--- src/rtl/mtm_alu_pkg.sv ---
// mtm_alu_pkg
// Shared definitions for the mtm_Alu datapath (deserializer, ALU core,
// serializer): opcodes, frame type codes, error flag bit positions,
// deserializer state encoding and a one-bit CRC4 step helper.
package mtm_alu_pkg;

    localparam logic [2:0] OP_AND = 3'b000;
    localparam logic [2:0] OP_OR  = 3'b001;
    localparam logic [2:0] OP_ADD = 3'b100;
    localparam logic [2:0] OP_SUB = 3'b101;

    localparam logic FRAME_DATA = 1'b0;
    localparam logic FRAME_CTL  = 1'b1;

    // Positions inside err_flags = {err_data, err_crc, err_op}
    localparam int ERR_DATA = 2;
    localparam int ERR_CRC  = 1;
    localparam int ERR_OP   = 0;

    typedef enum logic [1:0] {
        ST_IDLE = 2'd0,
        ST_TYPE = 2'd1,
        ST_DATA = 2'd2,
        ST_STOP = 2'd3
    } des_state_t;

    // One MSB-first step of CRC4 with polynomial x^4+x+1.
    function automatic logic [3:0] crc4_step(input logic [3:0] c, input logic d);
        logic fb;
        fb = d ^ c[3];
        return {c[2:0], 1'b0} ^ (fb ? 4'b0011 : 4'b0000);
    endfunction

    function automatic logic op_supported(input logic [2:0] o);
        return (o == OP_AND) || (o == OP_OR) || (o == OP_ADD) || (o == OP_SUB);
    endfunction

endpackage

--- src/rtl/mtm_alu_crc4.sv ---
// mtm_alu_crc4
// Combinational CRC4 (x^4+x+1, init 0, MSB first) over a 68-bit word
// laid out as {B, A, 1'b1, OP}.
//   data : 68-bit message, bit 67 is shifted in first
//   crc  : resulting 4-bit remainder
module mtm_alu_crc4
    import mtm_alu_pkg::*;
(
    input  logic [67:0] data,
    output logic [3:0]  crc
);

    logic [3:0] c;

    always_comb begin
        c = 4'b0000;
        for (int i = 67; i >= 0; i--) begin
            c = crc4_step(c, data[i]);
        end
        crc = c;
    end

endmodule

--- src/rtl/mtm_alu_deserializer.sv ---
// mtm_alu_deserializer
// Serial input stage of mtm_Alu. Frames of 11 bits
// (start 0, type, d[7:0] MSB first, stop 1) are collected into a packet
// of DATA_FRAMES data bytes (B3..B0, A3..A0) followed by one control byte
// {0, OP[2:0], CRC[3:0]}. A checked packet is handed to the ALU core with
// a one-cycle t_valid; a rejected packet gives a one-cycle err_valid with
// exactly one bit of err_flags set.
//   clk       : system clock, sin sampled every rising edge
//   rst       : synchronous active-low reset
//   sin       : serial input, idles high
//   B, A      : operands, held until the next accepted packet
//   op        : opcode
//   t_valid   : good packet strobe
//   err_valid : rejected packet strobe
//   err_flags : {err_data, err_crc, err_op}, zero outside err_valid
module mtm_alu_deserializer
    import mtm_alu_pkg::*;
#(
    parameter int DATA_FRAMES = 8
) (
    input  logic        clk,
    input  logic        rst,
    input  logic        sin,
    output logic [31:0] B,
    output logic [31:0] A,
    output logic [2:0]  op,
    output logic        t_valid,
    output logic        err_valid,
    output logic [2:0]  err_flags
);

    localparam logic [3:0] FRAMES_FULL = 4'(DATA_FRAMES);

    des_state_t  state;
    logic        frame_type;
    logic [2:0]  bit_cnt;
    logic [7:0]  byte_q;
    logic [3:0]  frame_cnt;
    logic [63:0] stage;      // data bytes shift in at the bottom: byte 0 ends up in [63:56]
    logic [3:0]  crc_calc;

    // The control byte sits complete in byte_q while the stop bit is sampled.
    mtm_alu_crc4 u_crc (
        .data ({stage, 1'b1, byte_q[6:4]}),
        .crc  (crc_calc)
    );

    always_ff @(posedge clk) begin
        if (!rst) begin
            state      <= ST_IDLE;
            frame_type <= FRAME_DATA;
            bit_cnt    <= 3'd0;
            byte_q     <= 8'h00;
            frame_cnt  <= 4'd0;
            stage      <= 64'h0;
            B          <= 32'h0;
            A          <= 32'h0;
            op         <= 3'b000;
            t_valid    <= 1'b0;
            err_valid  <= 1'b0;
            err_flags  <= 3'b000;
        end else begin
            t_valid   <= 1'b0;
            err_valid <= 1'b0;
            err_flags <= 3'b000;

            case (state)
                ST_IDLE: begin
                    if (!sin) state <= ST_TYPE;
                end

                ST_TYPE: begin
                    frame_type <= sin;
                    bit_cnt    <= 3'd0;
                    state      <= ST_DATA;
                end

                ST_DATA: begin
                    byte_q  <= {byte_q[6:0], sin};
                    bit_cnt <= bit_cnt + 3'd1;
                    if (bit_cnt == 3'd7) state <= ST_STOP;
                end

                ST_STOP: begin
                    state <= ST_IDLE;
                    if (!sin) begin
                        // Broken framing: nothing else about this frame is trusted.
                        frame_cnt           <= 4'd0;
                        err_valid           <= 1'b1;
                        err_flags[ERR_DATA] <= 1'b1;
                    end else if (frame_type == FRAME_DATA) begin
                        if (frame_cnt < FRAMES_FULL) begin
                            stage     <= {stage[55:0], byte_q};
                            frame_cnt <= frame_cnt + 4'd1;
                        end else begin
                            frame_cnt           <= 4'd0;
                            err_valid           <= 1'b1;
                            err_flags[ERR_DATA] <= 1'b1;
                        end
                    end else begin
                        frame_cnt <= 4'd0;
                        err_valid <= 1'b1;
                        if (frame_cnt != FRAMES_FULL) begin
                            err_flags[ERR_DATA] <= 1'b1;
                        end else if (crc_calc != byte_q[3:0]) begin
                            err_flags[ERR_CRC] <= 1'b1;
                        end else if (!op_supported(byte_q[6:4])) begin
                            err_flags[ERR_OP] <= 1'b1;
                        end else begin
                            // Good packet overrides the error strobe set above.
                            err_valid <= 1'b0;
                            t_valid   <= 1'b1;
                            B         <= stage[63:32];
                            A         <= stage[31:0];
                            op        <= byte_q[6:4];
                        end
                    end
                end

                default: state <= ST_IDLE;
            endcase
        end
    end

endmodule

--- config.mk ---
export PLATFORM = sky130hd
export DESIGN_NAME = mtm_alu_deserializer
export DESIGN_NICKNAME = d
export VERILOG_FILES = /design/src/rtl/mtm_alu_pkg.sv /design/src/rtl/mtm_alu_crc4.sv /design/src/rtl/mtm_alu_deserializer.sv
export SDC_FILE = /design/constraint.sdc
export NUM_CORES = 1
export LEC_CHECK = 0
export CAP_MARGIN = 20
export CORE_ASPECT_RATIO = 2
export CORE_MARGIN = 10
export CORE_UTILIZATION = 57
export DETAILED_ROUTE_END_ITERATION = 6
export GPL_TIMING_DRIVEN = 1
export PLACE_DENSITY_LB_ADDON = 0.15
export RECOVER_POWER = 100
export SLEW_MARGIN = 30
export SYNTH_ARGS = -nofsm -noshare
export SYNTH_HDL_FRONTEND = slang
export SYNTH_SLANG_ARGS = --single-unit
export TNS_END_PERCENT = 50
--- constraint.sdc ---
create_clock -name clk -period 5.64 [get_ports clk]
set_input_delay 1.692 -clock clk [delete_from_list [all_inputs] [get_ports clk]]
set_output_delay 1.692 -clock clk [all_outputs]
set_load 0.02 [all_outputs]
==> flow_summary.toml <==
[outcome]
status = "complete, but fails checks"
violations = "capacitance limit, slew limit"

[yosys]
synth_cell_types = 36
synth-seq-cells = 154
yosys_warnings = 0
synth_compound_area_share_pct = 7.995
netlist_instances = 715
synth_edf_count = 0
ys_async_sr_fraction_pct = 0
synth_fa_ha_area_share_pct = 1.521
synth_area_um2 = 7402
ys.flop_type = "dfxtp_1"
synth_top_family_by_area = "XOR/XNOR gates"
synth_mux_area_share_pct = 10.55
synth_nets = 727
yosysSeqAreaShare_pct = 41.65
synth_xor_xnor_area_share_pct = 20.06
syn_avg_cell_area_um2 = 10.35
synthSimpleGateAreaFrac_pct = 15.33

[power]
seq_power_share_pct = 47.0
p_int_w = 0.001796
p_switching_w = 0.0005743
ir_drop_mv = 0.2769
power_frac_comb_pct = 7.4
p_total_w = 0.002370
power_density_nw_per_um2 = 271.9
p_leak_nw = 3.263
p_sw_share_pct = 24.23
power.clock.fraction_pct = 45.6

[worst_setup_path]
r2r_cells = 13
critPathRequiredTime_ps = 5930
crit_fanout = 28
critPathMostFrequentCell = "xnor3_1"
setup.worst_path.start_class = "flip-flop"
r2r-end = "A[27]"
crit_arrival_ps = 5350
critPathSlowestCell = "clkbuf_2"
end_kind = "flip-flop"
crit-reg2reg-launch = "stage[53]"
crit_chain = "xnor3_1, xnor3_1, xor3_2, xnor3_1, xnor3_1, xnor2_1, xor2_1, nor3_1, o211ai_1, a211oi_4, clkbuf_2, mux2i_1, nor2b_1"
max_stage_delay_ps = 740
worstSetupPathType = "flip-flop to flip-flop"
r2r_slack_ps = 580

[final_layout]
area_growth_syn_to_layout_pct = 17.75
fin_area_um2 = 8716
antenna_cells = 0
drive_above_1_share_pct = 5.223
num-nets-final = 784
final_cells = 935

[cts]
hold_buffers = 0
cts.htree.levels = 4
clock_path_buffers = 2
cts_tree = "built"
post_cts_resized = 0
clock-sinks = 154
cts_setup_buffers = 0
cts_root_buf = "clkbuf_16"
numCtsBuffers = 17
clock_latency_ps = 410
path_clk_slew_ps = 60

[floorplan]
die_h_um = 181.2
die-area_um2 = 18220
io_pins = 75
dieWidth_um = 100.6
start_util_pct = 58.62
coreArea_um2 = 12630
num_rows = 58

[global_route]
grt_pass1_vias = 5282
antenna_found_initial = 0
grt_max_degree = 123
grt_pass1_wl_um = 27220
grt_usage_pct = 18.70
gr-total-overflow = 0

[min_path]
hold_path_class = "flip-flop to flip-flop"
holdPathStages = 2
hold_end = "op[1]"
min_from = "op[1]"

[placement]
place_inst = 903
pre_cts_slack_ps = 861.5
placed_cell_area_um2 = 8185
post-dp-hpwl_um = 11860
io_buffers = 74
routabilityCongestion = 0.8985

[sta]
rsz0062_at_grt = "false"
worstMarginPinSlew_ps = 2309
finalWorstSetupSlack_ps = 581.8
setup_viol = 0
finalCritPeriodShare_pct = 89.68
fin_crit_ps = 5058
finalMaxSlewViolations = 229
clock_skew_ps = 6.521
hold_viol = 0
fin_setup_tns_ps = 0
slew_headroom_pct = -53.91
fmax_ghz = 0.1977

[detailed_routing]
drc_errors = 0
routed-via-count = 5019
wirelength_um = 16740
drtPass1Iterations = 5
drtIter0Drc = 181
ant_nets = 0
post_drt_via_cell_ratio = 5.368
routedWlPerCell_um = 17.90

[job]
max-cap-violations = 3
cells in the final DEF, fill, tap and decap left out, drive strengths merged:
| master | netlist | layout |
|---|---|---|
| nand2 | 135 | 135 |
| o21ai | 4 | 4 |
| nand3 | 3 | 3 |
| clkinvlp | 0 | 3 |
| a211o | 1 | 1 |
| xnor2 | 61 | 61 |
| dfxtp | 154 | 154 |
| a31o | 1 | 1 |
| bufinv | 0 | 1 |
| inv | 5 | 8 |
| a21boi | 67 | 67 |
| a211oi | 1 | 1 |
| o211a | 1 | 1 |
| nand4 | 2 | 2 |
| nor2b | 77 | 77 |
| ha | 9 | 9 |
| nor4b | 1 | 1 |
| a22oi | 1 | 1 |
| and2 | 5 | 5 |
| a21oi | 1 | 1 |
| dlygate4sd3 | 0 | 73 |
| clkinv | 0 | 6 |
| a221oi | 1 | 1 |
| buf | 11 | 1 |
| xor3 | 5 | 5 |
| nor3 | 5 | 5 |
| and3 | 2 | 2 |
| nand2b | 3 | 3 |
| clkbuf | 30 | 24 |
| xnor3 | 30 | 30 |
| nor2 | 6 | 6 |
| mux2i | 78 | 78 |
| xor2 | 14 | 14 |
| o211ai | 1 | 1 |
cells in the mapped netlist, drive strengths merged (5+ instances only):
cell / count / share of area [%]
buf: 11 / 1.1
xnor3: 30 / 9.2
nor2: 6 / 0.30
xor2: 14 / 1.7
clkbuf: 30 / 1.5
nor3: 5 / 0.34
xor3: 5 / 1.6
nand2: 135 / 6.8
inv: 5 / 0.25
xnor2: 61 / 7.6
and2: 5 / 0.42
nor2b: 77 / 6.5
mux2i: 78 / 11
ha: 9 / 1.5
a21boi: 67 / 6.8
dfxtp: 154 / 42
how the worst max path moves through the flow:
stage | startpoint | slack [ps] | endpoint | cells after the start
global placement | stage[50] | 1050 | A[31] | 13
CTS | stage[53] | 830 | B[30] | 13
global route | stage[53] | 310 | A[24] | 13
floorplan | stage[50] | 1520 | A[21] | 14
finish | stage[53] | 580 | A[27] | 13
detailed placement | stage[53] | 860 | B[30] | 13
per-layer routing:
layer	vias up	wire (um)	global-route usage (%)
li1	2475	-	-
met4	0	559	9.432
met2	86	9561	34.74
met5	-	0	0
met3	39	442	3.515
met1	2419	6172	18.68
layout make-up:
type / instances / area [um^2]
fill: 1018 / 3911
sequential: 154 / 3083
inverter: 5 / 18.77
multi-input combinational: 515 / 4104
tap: 150 / 187.7
timing repair buffer: 79 / 759.5
clock buffer: 19 / 442.9
clock inverter: 13 / 120.1
stage by stage:
| stage | util, % | hold slack [ps] |
|---|---|---|
| global route | 69.03 | 478.0 |
| floorplan | - | 440.3 |
| CTS | 69.28 | 430.2 |
| finish | 69.03 | 424.5 |
| global placement | 64.79 | 418.9 |
| detailed placement | 64.82 | 421.0 |
power groups by stage:
| stage | combinational [W] | sequential [W] | clock, W |
|---|---|---|---|
| 6_report | 0.000176 | 0.00111 | 0.00108 |
| 5_1_grt | 0.000197 | 0.00111 | 0.00114 |
| 4_1_cts | 0.000179 | 0.00111 | 0.00110 |
| 3_5_place_dp | 0.000179 | 0.00114 | 0 |
| 3_3_place_gp | 0.000168 | 0.00114 | 0 |
| 2_1_floorplan | 0.000143 | 0.00114 | 0 |
worst max-delay path: cells and delay by family, from the launching register on:
kind | cells | cell delay, ps
AOI/OAI and AO/OA | 2 | 430
xor gates and xnor gates | 7 | 2610
buffers and inverters | 1 | 740
DFF | 1 | 500
muxes | 1 | 280
and+or+nand+nor | 2 | 330
cell families (layout without fill, tap and decap cells):
| family | Yosys count | in the layout |
|---|---|---|
| DFF | 154 | 154 |
| xor gates and xnor gates | 110 | 110 |
| and+or+nand+nor | 239 | 239 |
| AOI/OAI and AO/OA | 79 | 79 |
| adders and majority gates | 9 | 9 |
| muxes | 78 | 78 |
| buffers and inverters | 46 | 116 |
sequential cells by signal, summed over array words and instances (netlist names):
| register | flops |
|---|---|
| A | 32 |
| B | 32 |
| bit_cnt | 3 |
| byte_q | 8 |
| err_flags | 3 |
| err_valid | 1 |
| frame_cnt | 4 |
| frame_type | 1 |
| op | 3 |
| stage | 64 |
| state | 2 |
| t_valid | 1 |
Note: power is estimated with default switching activity, not from simulation.
